$ cat config.mk
export PLATFORM = sky130hd
export DESIGN_NAME = exu_wbu
export DESIGN_NICKNAME = d
export VERILOG_FILES = /design/src/rtl/exu_wbu.sv
export SDC_FILE = /design/constraint.sdc
export NUM_CORES = 1
export LEC_CHECK = 0
export BUFFER_PORTS_ARGS = -buffer_cell sky130_fd_sc_hd__buf_4
export CORE_UTILIZATION = 54
export CTS_CLUSTER_SIZE = 10
export DETAILED_ROUTE_END_ITERATION = 10
export PLACE_DENSITY = 0.93
export RECOVER_POWER = 100
export SYNTH_ARGS = -nofsm -noshare
export SYNTH_HDL_FRONTEND = slang
export SYNTH_SLANG_ARGS = --single-unit
$ cat constraint.sdc
create_clock -name clk -period 3.6 [get_ports clk]
set_input_delay 0.18 -clock clk [delete_from_list [all_inputs] [get_ports clk]]
set_output_delay 0.18 -clock clk [all_outputs]
set_load 0.02 [all_outputs]
$ cat src/rtl/exu_wbu.sv
// exu_wbu: writeback unit behind the ALU.
// The ALU result, an LSU load result and an MDU result share the single
// register-file write port, which is driven through one output register.
// The ALU cannot be back-pressured, so it always owns the port when it writes
// a non-zero register. LSU and MDU results wait in 1-entry holding buffers.
// When both buffers contend, a round-robin pointer picks the winner.
// Optional feature macro: EXU_WBU_STARVE_GUARD_EN
//   defined   : per-buffer age counters raise stall_o after STARVE_LIMIT
//               denied cycles
//   undefined : no age counters; stall_o is constant 0

module exu_wbu #(
    parameter int DATA_W       = 32,
    parameter int ADDR_W       = 5,
    parameter int STARVE_LIMIT = 4
) (
    input  logic              clk,
    input  logic              rst,
    input  logic              alu_we_i,
    input  logic [ADDR_W-1:0] alu_waddr_i,
    input  logic [DATA_W-1:0] alu_wdata_i,
    input  logic              lsu_valid_i,
    output logic              lsu_ready_o,
    input  logic [ADDR_W-1:0] lsu_waddr_i,
    input  logic [DATA_W-1:0] lsu_wdata_i,
    input  logic              mdu_valid_i,
    output logic              mdu_ready_o,
    input  logic [ADDR_W-1:0] mdu_waddr_i,
    input  logic [DATA_W-1:0] mdu_wdata_i,
    output logic              stall_o,
    output logic              reg_we_o,
    output logic [ADDR_W-1:0] reg_waddr_o,
    output logic [DATA_W-1:0] reg_wdata_o
);

    localparam int AGE_W = $clog2(STARVE_LIMIT + 1);

    // holding buffers
    logic              r_lsu_full;
    logic [ADDR_W-1:0] r_lsu_addr;
    logic [DATA_W-1:0] r_lsu_data;
    logic              r_mdu_full;
    logic [ADDR_W-1:0] r_mdu_addr;
    logic [DATA_W-1:0] r_mdu_data;

    // round-robin pointer: 0 prefers LSU, 1 prefers MDU
    logic              r_rr_mdu;

    // write-port output register
    logic              r_we;
    logic [ADDR_W-1:0] r_waddr;
    logic [DATA_W-1:0] r_wdata;

    // decode and arbitration
    logic              w_alu_win;
    logic              w_lsu_elig;
    logic              w_mdu_elig;
    logic              w_lsu_zero;
    logic              w_mdu_zero;
    logic              w_lsu_cap;
    logic              w_mdu_cap;
    logic              w_gnt_lsu;
    logic              w_gnt_mdu;
    logic              w_rr_step;

    // age terms; constant zero when the starvation guard is compiled out
    logic [AGE_W-1:0]  w_age_lsu;
    logic [AGE_W-1:0]  w_age_mdu;

    // An ALU write to x0 is dropped and leaves the port free for a buffer.
    assign w_alu_win  = alu_we_i & (alu_waddr_i != '0);

    // A buffer holding an x0 result never competes for the port; it is
    // simply emptied on the next edge.
    assign w_lsu_elig = r_lsu_full & (r_lsu_addr != '0);
    assign w_mdu_elig = r_mdu_full & (r_mdu_addr != '0);
    assign w_lsu_zero = r_lsu_full & (r_lsu_addr == '0);
    assign w_mdu_zero = r_mdu_full & (r_mdu_addr == '0);

    // Ready depends only on buffer state, so there is no path from valid to
    // ready. A buffer drained this cycle shows ready only from the next cycle.
    assign lsu_ready_o = ~r_lsu_full;
    assign mdu_ready_o = ~r_mdu_full;
    assign w_lsu_cap   = lsu_valid_i & ~r_lsu_full;
    assign w_mdu_cap   = mdu_valid_i & ~r_mdu_full;

    // Port grant: ALU first, then a single eligible buffer, then round-robin.
    // The pointer only advances when it actually decided a contest, so a
    // buffer that wins uncontested does not cost it its next turn.
    always_comb begin
        w_gnt_lsu = 1'b0;
        w_gnt_mdu = 1'b0;
        w_rr_step = 1'b0;
        if (!w_alu_win) begin
            if (w_lsu_elig && w_mdu_elig) begin
                w_rr_step = 1'b1;
                if (r_rr_mdu) begin
                    w_gnt_mdu = 1'b1;
                end else begin
                    w_gnt_lsu = 1'b1;
                end
            end else begin
                w_gnt_lsu = w_lsu_elig;
                w_gnt_mdu = w_mdu_elig;
            end
        end
    end

    // LSU holding buffer: capture when empty, empty on grant or x0 target.
    always_ff @(posedge clk) begin
        if (rst) begin
            r_lsu_full <= 1'b0;
            r_lsu_addr <= '0;
            r_lsu_data <= '0;
        end else if (w_lsu_cap) begin
            r_lsu_full <= 1'b1;
            r_lsu_addr <= lsu_waddr_i;
            r_lsu_data <= lsu_wdata_i;
        end else if (w_gnt_lsu || w_lsu_zero) begin
            r_lsu_full <= 1'b0;
        end
    end

    // MDU holding buffer: same policy as the LSU buffer.
    always_ff @(posedge clk) begin
        if (rst) begin
            r_mdu_full <= 1'b0;
            r_mdu_addr <= '0;
            r_mdu_data <= '0;
        end else if (w_mdu_cap) begin
            r_mdu_full <= 1'b1;
            r_mdu_addr <= mdu_waddr_i;
            r_mdu_data <= mdu_wdata_i;
        end else if (w_gnt_mdu || w_mdu_zero) begin
            r_mdu_full <= 1'b0;
        end
    end

    // Round-robin pointer toggles after each contested buffer grant.
    always_ff @(posedge clk) begin
        if (rst) begin
            r_rr_mdu <= 1'b0;
        end else if (w_rr_step) begin
            r_rr_mdu <= ~r_rr_mdu;
        end
    end

    // Output stage: register the granted entry; hold addr/data when idle.
    always_ff @(posedge clk) begin
        if (rst) begin
            r_we    <= 1'b0;
            r_waddr <= '0;
            r_wdata <= '0;
        end else if (w_alu_win) begin
            r_we    <= 1'b1;
            r_waddr <= alu_waddr_i;
            r_wdata <= alu_wdata_i;
        end else if (w_gnt_lsu) begin
            r_we    <= 1'b1;
            r_waddr <= r_lsu_addr;
            r_wdata <= r_lsu_data;
        end else if (w_gnt_mdu) begin
            r_we    <= 1'b1;
            r_waddr <= r_mdu_addr;
            r_wdata <= r_mdu_data;
        end else begin
            r_we    <= 1'b0;
        end
    end

    assign reg_we_o    = r_we;
    assign reg_waddr_o = r_waddr;
    assign reg_wdata_o = r_wdata;

`ifdef EXU_WBU_STARVE_GUARD_EN
    logic [AGE_W-1:0] r_age_lsu;
    logic [AGE_W-1:0] r_age_mdu;

    // Age counters: count denied cycles of a held result, saturating.
    always_ff @(posedge clk) begin
        if (rst) begin
            r_age_lsu <= '0;
            r_age_mdu <= '0;
        end else begin
            if (!r_lsu_full || w_gnt_lsu) begin
                r_age_lsu <= '0;
            end else if (r_age_lsu != AGE_W'(STARVE_LIMIT)) begin
                r_age_lsu <= r_age_lsu + AGE_W'(1);
            end
            if (!r_mdu_full || w_gnt_mdu) begin
                r_age_mdu <= '0;
            end else if (r_age_mdu != AGE_W'(STARVE_LIMIT)) begin
                r_age_mdu <= r_age_mdu + AGE_W'(1);
            end
        end
    end

    assign w_age_lsu = r_age_lsu;
    assign w_age_mdu = r_age_mdu;
`else
    // Without the guard a held result may wait indefinitely behind the ALU.
    assign w_age_lsu = '0;
    assign w_age_mdu = '0;
`endif

    // Stall is decoded purely from the age registers.
    assign stall_o = (w_age_lsu == AGE_W'(STARVE_LIMIT)) |
                     (w_age_mdu == AGE_W'(STARVE_LIMIT));

    // The issue stage should hold ALU ops while stalled; the ALU still wins
    // if it does not, but flag it in simulation.
    a_alu_during_stall: assert property (
        @(posedge clk) disable iff (rst) !(alu_we_i && stall_o)
    );

endmodule

==> results.tsv <==
metric	value	unit
fin_crit_sh	83.5	%
reg2reg_to	reg_wdata_o[13]	
start_util	56.8	%
hold_violations	0	
post-cts-setup-buffer-count	0	
cp-end-kind	flop	
yosysUniqueCellTypes	30	
ant_nets	0	
cp-start-kind	flop	
ys_ff_latch	115	
dieArea	9200	um2
r2r_start	r_lsu_addr[4]	
clockPowerShare	45.5	%
synth.cell_area	4760	um2
final-setup-viol-count	0	
remaining_drc_errors	0	
grt_pass1_vias	5488	
cts_tree	yes	
holdCritPathClass	input port to flop	
coreArea	8380	um2
num_antenna_cells	0	
crit_chain	or4_1, o21ai_4, nand3_1, clkbuf_2, nor2_1, a211oi_2	
status	complete, but fails checks	
hold_end	reg_waddr_o[3]	
worstPathRequired	3930	ps
ctsResizeCount	0	
worstMarginPinSlew	1810	ps
drtPass1Iterations	7	
grt_pass1_wl	25700	um
whs_path_depth	3	
ir_drop	466	uV
ff2ff_setup_slack	590	ps
clk_pin_slew	60	ps
first_iter_violations	387	
slowest_stage	or4_1	
cp_num_buf_inv	1	
dp.final_hpwl	8670	um
syn2layout_area_growth	48.7	%
syn-num-nets	683	
antenna_found_initial	0	
n_fill_cell	466	
slowest_delay	600	ps
grt_max_degree	116	
hold_start	alu_waddr_i[3]	
rows	33	
ios	157	
power	3.81	mW
crit_family	simple AND/OR/NAND/NOR gates	
maxSlewHeadroom	-21.1	%
htree_levels	4	
rsz0062_at_grt	no	
track_usage	37.2	%
layout.nets	887	
place.port_buffers	155	
synth.yosys.seq_area_share	48.4	%
worstPathArrival	3340	ps
syn_avg_cell_area	8.40	um2
fin_setup_tns	0	ps
combPwrFrac	16.7	%
synth_cells	567	
fin_worst_skew	8.68	ps
power.leakage	2.82	nW
clk_latency	510	ps
post_drt_via_cell_ratio	6.03	
wl	16900	um
overflow	0	
finalMaxSlewViolations	39	
sequentialPowerShare	37.8	%
vias	5364	
period_minus_slack	3010	ps
die_h	95.9	um
numCtsBuffers	17	
die_w	95.9	um
drive_gt1_share	23.1	%
intPower	2.79	mW
finalWeightedCongestion	0.895	
criticalPathCategory	flop to flop	
yosys_warnings	0	
switching_share	26.6	%
p_sw	1.01	mW
violations	max-capacitance violations, max-slew violations	
drv_cap	1	
wire_per_inst	19.0	um
reg2reg_depth	6	
fmax	0.333	GHz
power_density	538	nW/um2
clockRootBuffer	clkbuf_8	
clock_sinks	115	
timing.hold.ws	18.2	ps
cts_buffer_depth	2	
critPathMaxFanout	26	
[metrics by stage]
stage,cells,worst slack [ps],utilization (%),area [um2]
final,889,593,84.5,7080
after global routing,889,495,84.5,7080
after CTS,889,1100,86.7,7260
after detailed placement,783,1140,70.6,5920
after global placement,783,1250,70.6,5920
after floorplan,567,1710,-,4760
[worst min-delay path: cells and delay by family]
family | cells | cell delay, ps
buffers and inverters | 1 | 120
and+or+nand+nor | 1 | 80
AOI/OAI and AO/OA | 1 | 100
[worst max-delay path by stage]
stage / from / endpoint / slack, ps / cells after the start
floorplan: r_mdu_addr[0] / reg_waddr_o[1] / 1710 / 6
global placement: alu_waddr_i[1] / reg_wdata_o[17] / 1250 / 7
detailed placement: alu_waddr_i[1] / reg_wdata_o[16] / 1140 / 7
CTS: r_lsu_addr[4] / reg_wdata_o[17] / 1100 / 6
global route: r_lsu_addr[4] / reg_wdata_o[25] / 500 / 6
finish: r_lsu_addr[4] / reg_wdata_o[13] / 590 / 6
[metal layers]
| layer | vias to the layer above | global-route usage, % | share of wire [%] |
|---|---|---|---|
| met1 | 2507 | 39.9 | 36 |
| met4 | 0 | 24.0 | 4.6 |
| li1 | 2398 | - | - |
| met5 | - | 0 | 0 |
| met3 | 83 | 8.69 | 8.3 |
| met2 | 376 | 65.5 | 51 |
[timing repair]
action	4_1_cts	5_1_grt
setup endpoints to repair	0	0
hold endpoints to repair	74	0
hold buffers	74	0
[cell type report]
cell class                 count  area (um2)  area share, %
clock buffer                  21         449           6.34
clock inverter                11         158           2.23
inverter                       3        11.3          0.159
multi-input combinational    399        2230           31.5
sequential                   115        2300           32.5
tap                          105         131           1.86
timing repair buffer         235        1800           25.4
[logic make-up after synthesis]
logic type                count (synthesis)  synth area share, %
and+or+nand+nor                         199                 16.2
AOI/OAI and AO/OA                       198                 30.1
DFF                                     115                 48.4
buffers and inverters                    53                 5.12
xor gates and xnor gates                  1                0.184
other                                     1               0.0788
[power groups by stage]
| stage | sequential [mW] | clock, mW | combinational [mW] |
|---|---|---|---|
| final | 1.44 | 1.73 | 0.636 |
| after global routing | 1.44 | 1.80 | 0.679 |
| after CTS | 1.43 | 1.73 | 0.654 |
| after detailed placement | 1.46 | 0 | 0.580 |
| after global placement | 1.45 | 0 | 0.560 |
| after floorplan | 1.50 | 0 | 0.292 |
[synthesized netlist by cell type]
cell	n	area, um2
buf_1	7	26.3
a22oi_2	14	175
a211oi_1	26	195
or4_4	1	11.3
a21oi_4	1	16.3
o211ai_1	37	278
or4_1	2	15.0
xnor2_1	1	8.76
o21a_1	3	22.5
nor2_1	41	154
nand2_1	151	567
nand3_1	1	5.00
a211oi_2	11	138
a41oi_1	1	8.76
conb_1	1	3.75
clkbuf_1	31	116
a311oi_2	1	15.0
buf_2	6	30.0
buf_6	4	45.0
a21oi_1	76	380
o21ai_2	2	17.5
nor2b_1	2	12.5
buf_4	2	15.0
nor3_1	1	5.00
a31oi_1	1	6.26
o21ai_1	1	5.00
inv_1	3	11.3
a22oi_1	22	165
dfxtp_1	115	2300
o21ai_0	2	10.0
[state kept, by name, indices dropped and copies added (netlist names), 5 cells and up]
signal	flops
r_lsu_data	32
r_lsu_addr	5
reg_waddr_o	5
reg_wdata_o	32
r_mdu_addr	5
r_mdu_data	32
[layout by cell type (no fill, tap or decap), types with 2 or more instances in the layout]
| cell type | instances |
|---|---|
| a211oi_1 | 30 |
| a211oi_2 | 7 |
| a21oi_1 | 76 |
| a22oi_1 | 22 |
| a22oi_2 | 14 |
| buf_4 | 120 |
| bufinv_16 | 4 |
| clkbuf_1 | 42 |
| clkbuf_16 | 16 |
| clkbuf_8 | 3 |
| clkinv_2 | 6 |
| dfxtp_1 | 115 |
| dlygate4sd3_1 | 74 |
| inv_1 | 3 |
| nand2_1 | 151 |
| nor2_1 | 41 |
| o211ai_1 | 37 |
| o21a_1 | 2 |
| o21ai_0 | 2 |
| o21ai_4 | 3 |
| or4_1 | 2 |
(Power assumes the default switching activity.)
